File: src/rtl/muldiv_pkg.sv
// muldiv_pkg: operation and state encodings shared by the multiply/divide unit
package muldiv_pkg;
  typedef enum logic [1:0] {
    MD_OP_MULT  = 2'b00,
    MD_OP_MULTU = 2'b01,
    MD_OP_DIV   = 2'b10,
    MD_OP_DIVU  = 2'b11
  } md_op_t;

  typedef enum logic [1:0] {
    MD_IDLE = 2'b00,
    MD_RUN  = 2'b01,
    MD_FIX  = 2'b10,
    MD_DONE = 2'b11
  } md_state_t;

  function automatic logic op_signed(input logic [1:0] op);
    return !op[0];
  endfunction

  function automatic logic op_div(input logic [1:0] op);
    return op[1];
  endfunction
endpackage

File: src/rtl/muldiv_step.sv
// muldiv_step: one radix-2 iteration, shift-add multiply or restoring divide
module muldiv_step #(
  parameter int WIDTH = 32
) (
  input  logic [WIDTH-1:0] acc,
  input  logic [WIDTH-1:0] low,
  input  logic [WIDTH-1:0] operand,
  input  logic             div,
  output logic [WIDTH-1:0] acc_next,
  output logic [WIDTH-1:0] low_next
);
  logic [WIDTH:0] sum;
  logic [WIDTH:0] sh;
  logic [WIDTH:0] diff;

  // multiply shifts {carry,acc,low} right; divide shifts {acc,low} left and keeps the difference if no borrow
  always_comb begin
    sum      = {1'b0, acc} + (low[0] ? {1'b0, operand} : '0);
    sh       = {acc, low[WIDTH-1]};
    diff     = sh - {1'b0, operand};
    acc_next = div ? (diff[WIDTH] ? sh[WIDTH-1:0] : diff[WIDTH-1:0]) : sum[WIDTH:1];
    low_next = div ? {low[WIDTH-2:0], ~diff[WIDTH]} : {sum[0], low[WIDTH-1:1]};
  end
endmodule

File: src/rtl/muldiv_unit.sv
// muldiv_unit: iterative signed/unsigned multiply/divide producing HI/LO
module muldiv_unit
  import muldiv_pkg::*;
#(
  parameter int WIDTH = 32
) (
  input  logic             clock,
  input  logic             reset_n,
  input  logic             start,
  input  logic [1:0]       op,
  input  logic [WIDTH-1:0] inA,
  input  logic [WIDTH-1:0] inB,
  input  logic             cancel,
  output logic             busy,
  output logic             done,
  output logic             div_by_zero,
  output logic [WIDTH-1:0] hi,
  output logic [WIDTH-1:0] lo
);
  localparam int CW = $clog2(WIDTH);

  md_state_t state, state_next;
  logic [CW-1:0] cnt;
  logic [WIDTH-1:0] acc, low, divisor, acc_step, low_step;
  logic [WIDTH-1:0] mag_a, mag_b, fix_hi, fix_lo;
  logic [2*WIDTH-1:0] prod;
  logic is_div, neg_q, neg_r, sa, sb, b_zero, accept;

  muldiv_step #(.WIDTH(WIDTH)) u_step (
    .acc     (acc),
    .low     (low),
    .operand (divisor),
    .div     (is_div),
    .acc_next(acc_step),
    .low_next(low_step)
  );

  assign busy = (state == MD_RUN) || (state == MD_FIX);
  assign done = state == MD_DONE;

  // operand magnitudes at accept time and sign-corrected results at FIX time
  always_comb begin
    sa     = op_signed(op) & inA[WIDTH-1];
    sb     = op_signed(op) & inB[WIDTH-1];
    mag_a  = sa ? -inA : inA;
    mag_b  = sb ? -inB : inB;
    b_zero = inB == '0;
    accept = start && (state == MD_IDLE || state == MD_DONE);
    prod   = neg_q ? -{acc, low} : {acc, low};
    fix_hi = is_div ? (neg_r ? -acc : acc) : prod[2*WIDTH-1:WIDTH];
    fix_lo = is_div ? (neg_q ? -low : low) : prod[WIDTH-1:0];
  end

  // next state: cancel beats completion, divide by zero skips straight to DONE
  always_comb begin
    state_next = state;
    case (state)
      MD_IDLE, MD_DONE: state_next = accept ? ((op_div(op) && b_zero) ? MD_DONE : MD_RUN) : MD_IDLE;
      MD_RUN:           state_next = cancel ? MD_IDLE : ((cnt == CW'(WIDTH - 1)) ? MD_FIX : MD_RUN);
      MD_FIX:           state_next = cancel ? MD_IDLE : MD_DONE;
      default:          state_next = MD_IDLE;
    endcase
  end

  // state register
  always_ff @(posedge clock or negedge reset_n) begin
    if (!reset_n) state <= MD_IDLE;
    else state <= state_next;
  end

  // operand latch, iteration registers and HI/LO result registers
  always_ff @(posedge clock or negedge reset_n) begin
    if (!reset_n) begin
      cnt         <= '0;
      acc         <= '0;
      low         <= '0;
      divisor     <= '0;
      is_div      <= 1'b0;
      neg_q       <= 1'b0;
      neg_r       <= 1'b0;
      div_by_zero <= 1'b0;
      hi          <= '0;
      lo          <= '0;
    end else if (accept) begin
      cnt         <= '0;
      acc         <= '0;
      low         <= mag_a;
      divisor     <= mag_b;
      is_div      <= op_div(op);
      neg_q       <= sa ^ sb;
      neg_r       <= sa;
      div_by_zero <= op_div(op) && b_zero;
      if (op_div(op) && b_zero) begin
        hi <= inA;
        lo <= '1;
      end
    end else if (state == MD_RUN && !cancel) begin
      acc <= acc_step;
      low <= low_step;
      cnt <= cnt + CW'(1);
    end else if (state == MD_FIX && !cancel) begin
      hi <= fix_hi;
      lo <= fix_lo;
    end
  end
endmodule
File: config.mk
export PLATFORM = sky130hd
export DESIGN_NAME = muldiv_unit
export DESIGN_NICKNAME = d
export VERILOG_FILES = /design/src/rtl/muldiv_pkg.sv /design/src/rtl/muldiv_step.sv /design/src/rtl/muldiv_unit.sv
export SDC_FILE = /design/constraint.sdc
export NUM_CORES = 1
export LEC_CHECK = 0
export ABC_AREA = 1
export CAP_MARGIN = 15
export CORE_MARGIN = 1
export CORE_UTILIZATION = 45
export CTS_CLUSTER_SIZE = 25
export DETAILED_ROUTE_END_ITERATION = 7
export PLACE_DENSITY = 0.6
export SLEW_MARGIN = 10
export SYNTH_ARGS = -nofsm -noshare
export SYNTH_HDL_FRONTEND = slang
export SYNTH_SLANG_ARGS = --single-unit
export TNS_END_PERCENT = 30
File: constraint.sdc
create_clock -name clock -period 7.4 [get_ports clock]
set_input_delay 1.48 -clock clock [delete_from_list [all_inputs] [get_ports clock]]
set_output_delay 1.48 -clock clock [all_outputs]
set_load 0.02 [all_outputs]
==> results by group <==
Cells and area
  – Number of nets in the layout: 3,376
  – Synthesis-to-finish area growth: 12.39%
  – Storage cell area: 0.004282 mm²
  – Antenna Diode Count: 0
  – Filler Cell Count: about 4,200
  – Total area of multi-input combinational cells: 0.01136 mm²
  – Fraction of final layout cells sized beyond drive strength 1: 3.083%

Setup path
  – Worst-case reg-to-reg path depth: 11
  – Arrival time of the worst setup path: around 4.8 ns
  – Crit path cell chain: clkdlybuf4s50_1, nand2_4, inv_4, nor2_2, inv_2, nand2_4, buf_4, inv_2, o21ai_0, nand2_1
  – Delay of the slowest cell on the worst path: 0.70 ns
  – Reg-to-reg critical path startpoint: state[0]
  – Crit Path Max Fanout: 84
  – Combined buffer and inverter count along the critical path: 5
  – CP endpoint: lo[19]
  – R2r endpoint: lo[19]
  – Logic depth of the worst setup path including buffers: 10
  – Worst setup path class: in -> reg
  – Startpoint of the most critical setup path: start
  – Required time reported for the critical path endpoint: approximately 7.7 ns
  – Slowest cell on the critical path: sky130_fd_sc_hd__buf_4
  – Slack of the worst reg-to-reg path: between 3 and 4 ns
  – Top delay family on crit path: buffers and inverters
  – Kind of start point of the critical path: input pin
  – Endpoint kind of the worst setup timing path: flop

Route
  – Drt first-iter violations: 2,527
  – Remaining DRCs: 0
  – Mean number of vias per cell: approximately 5.6
  – Final ANT Viol Nets: 0
  – Post-detailed-route wirelength per cell: 20.55 µm
  – Via total after detailed routing: 21,159
  – DRT Wirelength: ~77,000 µm
  – Drt first pass iters: 6

Floorplan
  – Full die area: 0.04068 mm²
  – Initial standard-cell utilization of the core: between 40% and 50%
  – Die Ht: between 200 and 250 µm
  – Cell Rows: 72
  – Die Width: 201.7 µm
  – Core Box Area: 0.03901 mm²
  – Count of pins on the block boundary: 137

Timing
  – Measured slew at the worst slew-check pin: 1.029 ns
  – Unrepaired setup endpoints after global routing: no
  – Worst relative slew slack: a little under a third
  – Setup Total Neg Slack: 0 ns
  – Total count of max-transition violations in the final report: 0
  – Crit path time final: roughly 4.5 ns
  – Final hold vios: 0
  – Final period utilization: 60.63%
  – Setup clock skew after layout: 0.01993 ns
  – Total setup violations reported at the end of the flow: 0
  – Top achievable clock speed: 222.9 MHz
  – WHS: ~0.48 ns

Synthesis
  – Register area share after synthesis: between 20% and 30%
  – Synthesized-area fraction occupied by ao, oa, aoi and oai cells: 11.69%
  – Ys flop type: sky130_fd_sc_hd__dfrtp_1
  – Average size of a mapped cell: 5.672 µm²
  – Flip-flop and latch count after synthesis: about 170
  – Combinational family with the most area after synthesis: simple AND/OR/NAND/NOR gates
  – Post-synthesis adder-cell area fraction: 5.312%
  – Number of instances in the synthesized netlist: 3,164
  – Multiplexer share of the synthesized area: 0%
  – Cell variety after synth: 54
  – Area share of xor/xnor cells in the synthesized design: 2.830%
  – Post-synth EDFFs: 0
  – Cell area after synthesis: 0.01795 mm²
  – Syn nets: 3,309
  – YS warnings: 0
  – Post-synthesis async set-or-reset flop share: 100.0%
  – Share of synthesized cell area in and, or, nand and nor gates: 43.35%

CTS
  – Post-CTS Repair Setup Buffers: 0
  – Quantity of hold-fixing buffers added after cts: 0
  – Clock tree buffer depth: 2
  – Clock-pin slew on the worst setup and hold paths: 0.07 ns
  – CTS resizes: 0
  – Skew-Pair Late Insertion Delay: 0.47 ns
  – CTS H-tree depth: 4
  – Clock Sink Count: 171
  – TritonCTS Buffers: 17
  – CTS root buffer: sky130_fd_sc_hd__clkbuf_16
  – CTS tree: built

Power and ir drop
  – Fraction of power consumed by sequential logic: 27.8%
  – VDD IR-drop max: 0.1807 mV
  – Reported net switching power: 2764 µW
  – Switching share of total power: 54.30%
  – Internal power contribution: 2326 µW
  – Static power due to leakage: 0.01100 µW
  – Power density normalized to cell area: approximately 250 mW/mm²
  – Gate power share: between 50 and 60%
  – Clock group share of total power: 17.4%

Place
  – HPWL Detailed: 60,520 µm
  – RD Place Congestion: 1.020
  – Number of port buffers: 136

Global routing
  – Antenna violations before repair: 2
  – GRT Overall Usage: 38.03%
  – Vias in the first global route: 19,141
  – Global-route wire length before repair: 117,100 µm
  – Overflow left after global routing: 0
  – Pin count of the biggest net entering global routing: 99

Min path
  – Worst min-delay path class: reg -> reg

Job
  – Max Cap Viol: 0

Run status
  – Status: finished clean
## cells by family (layout without fill, tap and decap cells)
logic type | after synthesis | count (layout)
and+or+nand+nor | 1889 | 1889
buffers and inverters | 597 | 677
AOI/OAI and AO/OA | 374 | 374
DFF | 171 | 171
adders and majority gates | 75 | 75
xor gates and xnor gates | 58 | 58
## per-layer routing
layer / global-route usage, % / vias to the layer above / share of wire, %
met1: 57.80 / 9737 / 46
met4: 10.06 / 4 / 2.3
li1: - / 10085 / -
met5: 0 / - / 0.030
met3: 11.08 / 108 / 13
met2: 51.22 / 1225 / 38
## power by group through the flow
stage / clock network (µW) / registers (µW) / logic, µW
finish: 886 / 1410 / 2790
global route: 920 / 1410 / 3070
CTS: 887 / 1380 / 2690
detailed placement: 0 / 1400 / 2670
global placement: 0 / 1400 / 2660
floorplan: 0 / 1180 / 1920
## layout make-up
| class | instances | share of cell area, % |
|---|---|---|
| Multi-Input combinational cell | 2396 | 56.33 |
| Inverter | 496 | 9.243 |
| Tap cell | 518 | 3.213 |
| Clock buffer | 19 | 2.196 |
| Clock inverter | 13 | 0.5397 |
| Sequential cell | 171 | 21.23 |
| Timing Repair Buffer | 149 | 7.251 |
## tightest hold or removal path, delay by kind of cell, from the launching register on
kind             cells  cell delay, ns
DFF                  1            0.34
and+or+nand+nor      2            0.10
## worst min path at each step
| stage | to | startpoint | cells past startpoint |
|---|---|---|---|
| 6_report | hi[7] | hi[7] | 2 |
| 5_1_grt | lo[10] | lo[10] | 2 |
| 4_1_cts | lo[19] | lo[19] | 2 |
| 3_5_place_dp | lo[19] | lo[19] | 2 |
| 3_3_place_gp | cnt[2] | cnt[2] | 1 |
| 2_1_floorplan | cnt[2] | cnt[2] | 1 |
## flip-flops by register name (all words and copies together), names as in the netlist
| signal | count |
|---|---|
| low | 32 |
| lo | 32 |
| cnt | 5 |
| hi | 32 |
| acc | 32 |
| is_div | 1 |
| neg_q | 1 |
| state | 2 |
| neg_r | 1 |
| divisor | 32 |
| div_by_zero | 1 |
## cells in the mapped netlist (all sizes together), types with 13 or more instances
library cell	instances	share of area [%]
a21oi	137	4.2
a31oi	13	0.45
buf	45	1.4
clkbuf	56	1.2
dfrtp	171	24
ha	73	5.1
inv	496	10
nand2	1153	24
nand3	259	7.3
nand3b	15	0.63
nand4	53	1.8
nor2	340	7.3
nor3	52	1.6
o21ai	176	4.9
xnor2	19	0.93
xor2	39	1.9
## stage by stage
| stage | total power [µW] | utilization, % | cell area, µm² | setup WS, ns | std cells |
|---|---|---|---|---|---|
| 2_1_floorplan | 3099 | - | 17950 | 4.403 | 3164 |
| 3_3_place_gp | 4059 | 50.30 | 19620 | 2.535 | 3730 |
| 3_5_place_dp | 4069 | 50.30 | 19620 | 2.475 | 3730 |
| 4_1_cts | 4954 | 51.71 | 20170 | 2.914 | 3762 |
| 5_1_grt | 5393 | 51.71 | 20170 | 2.605 | 3762 |
| 6_report | 5089 | 51.71 | 20170 | 2.914 | 3762 |
## placed cells by master (no fill, tap or decap), types with 53 or more instances in the layout
cell / Yosys / final
sky130_fd_sc_hd__o21ai_0: 147 / 147
sky130_fd_sc_hd__dfrtp_1: 171 / 169
sky130_fd_sc_hd__nor2_1: 330 / 328
sky130_fd_sc_hd__nand4_1: 53 / 53
sky130_fd_sc_hd__nand2_1: 1148 / 1147
sky130_fd_sc_hd__a21oi_1: 120 / 120
sky130_fd_sc_hd__clkdlybuf4s50_1: 0 / 135
sky130_fd_sc_hd__inv_1: 490 / 490
sky130_fd_sc_hd__ha_1: 73 / 73
sky130_fd_sc_hd__nand3_1: 258 / 258
(Power assumes the default switching activity.)
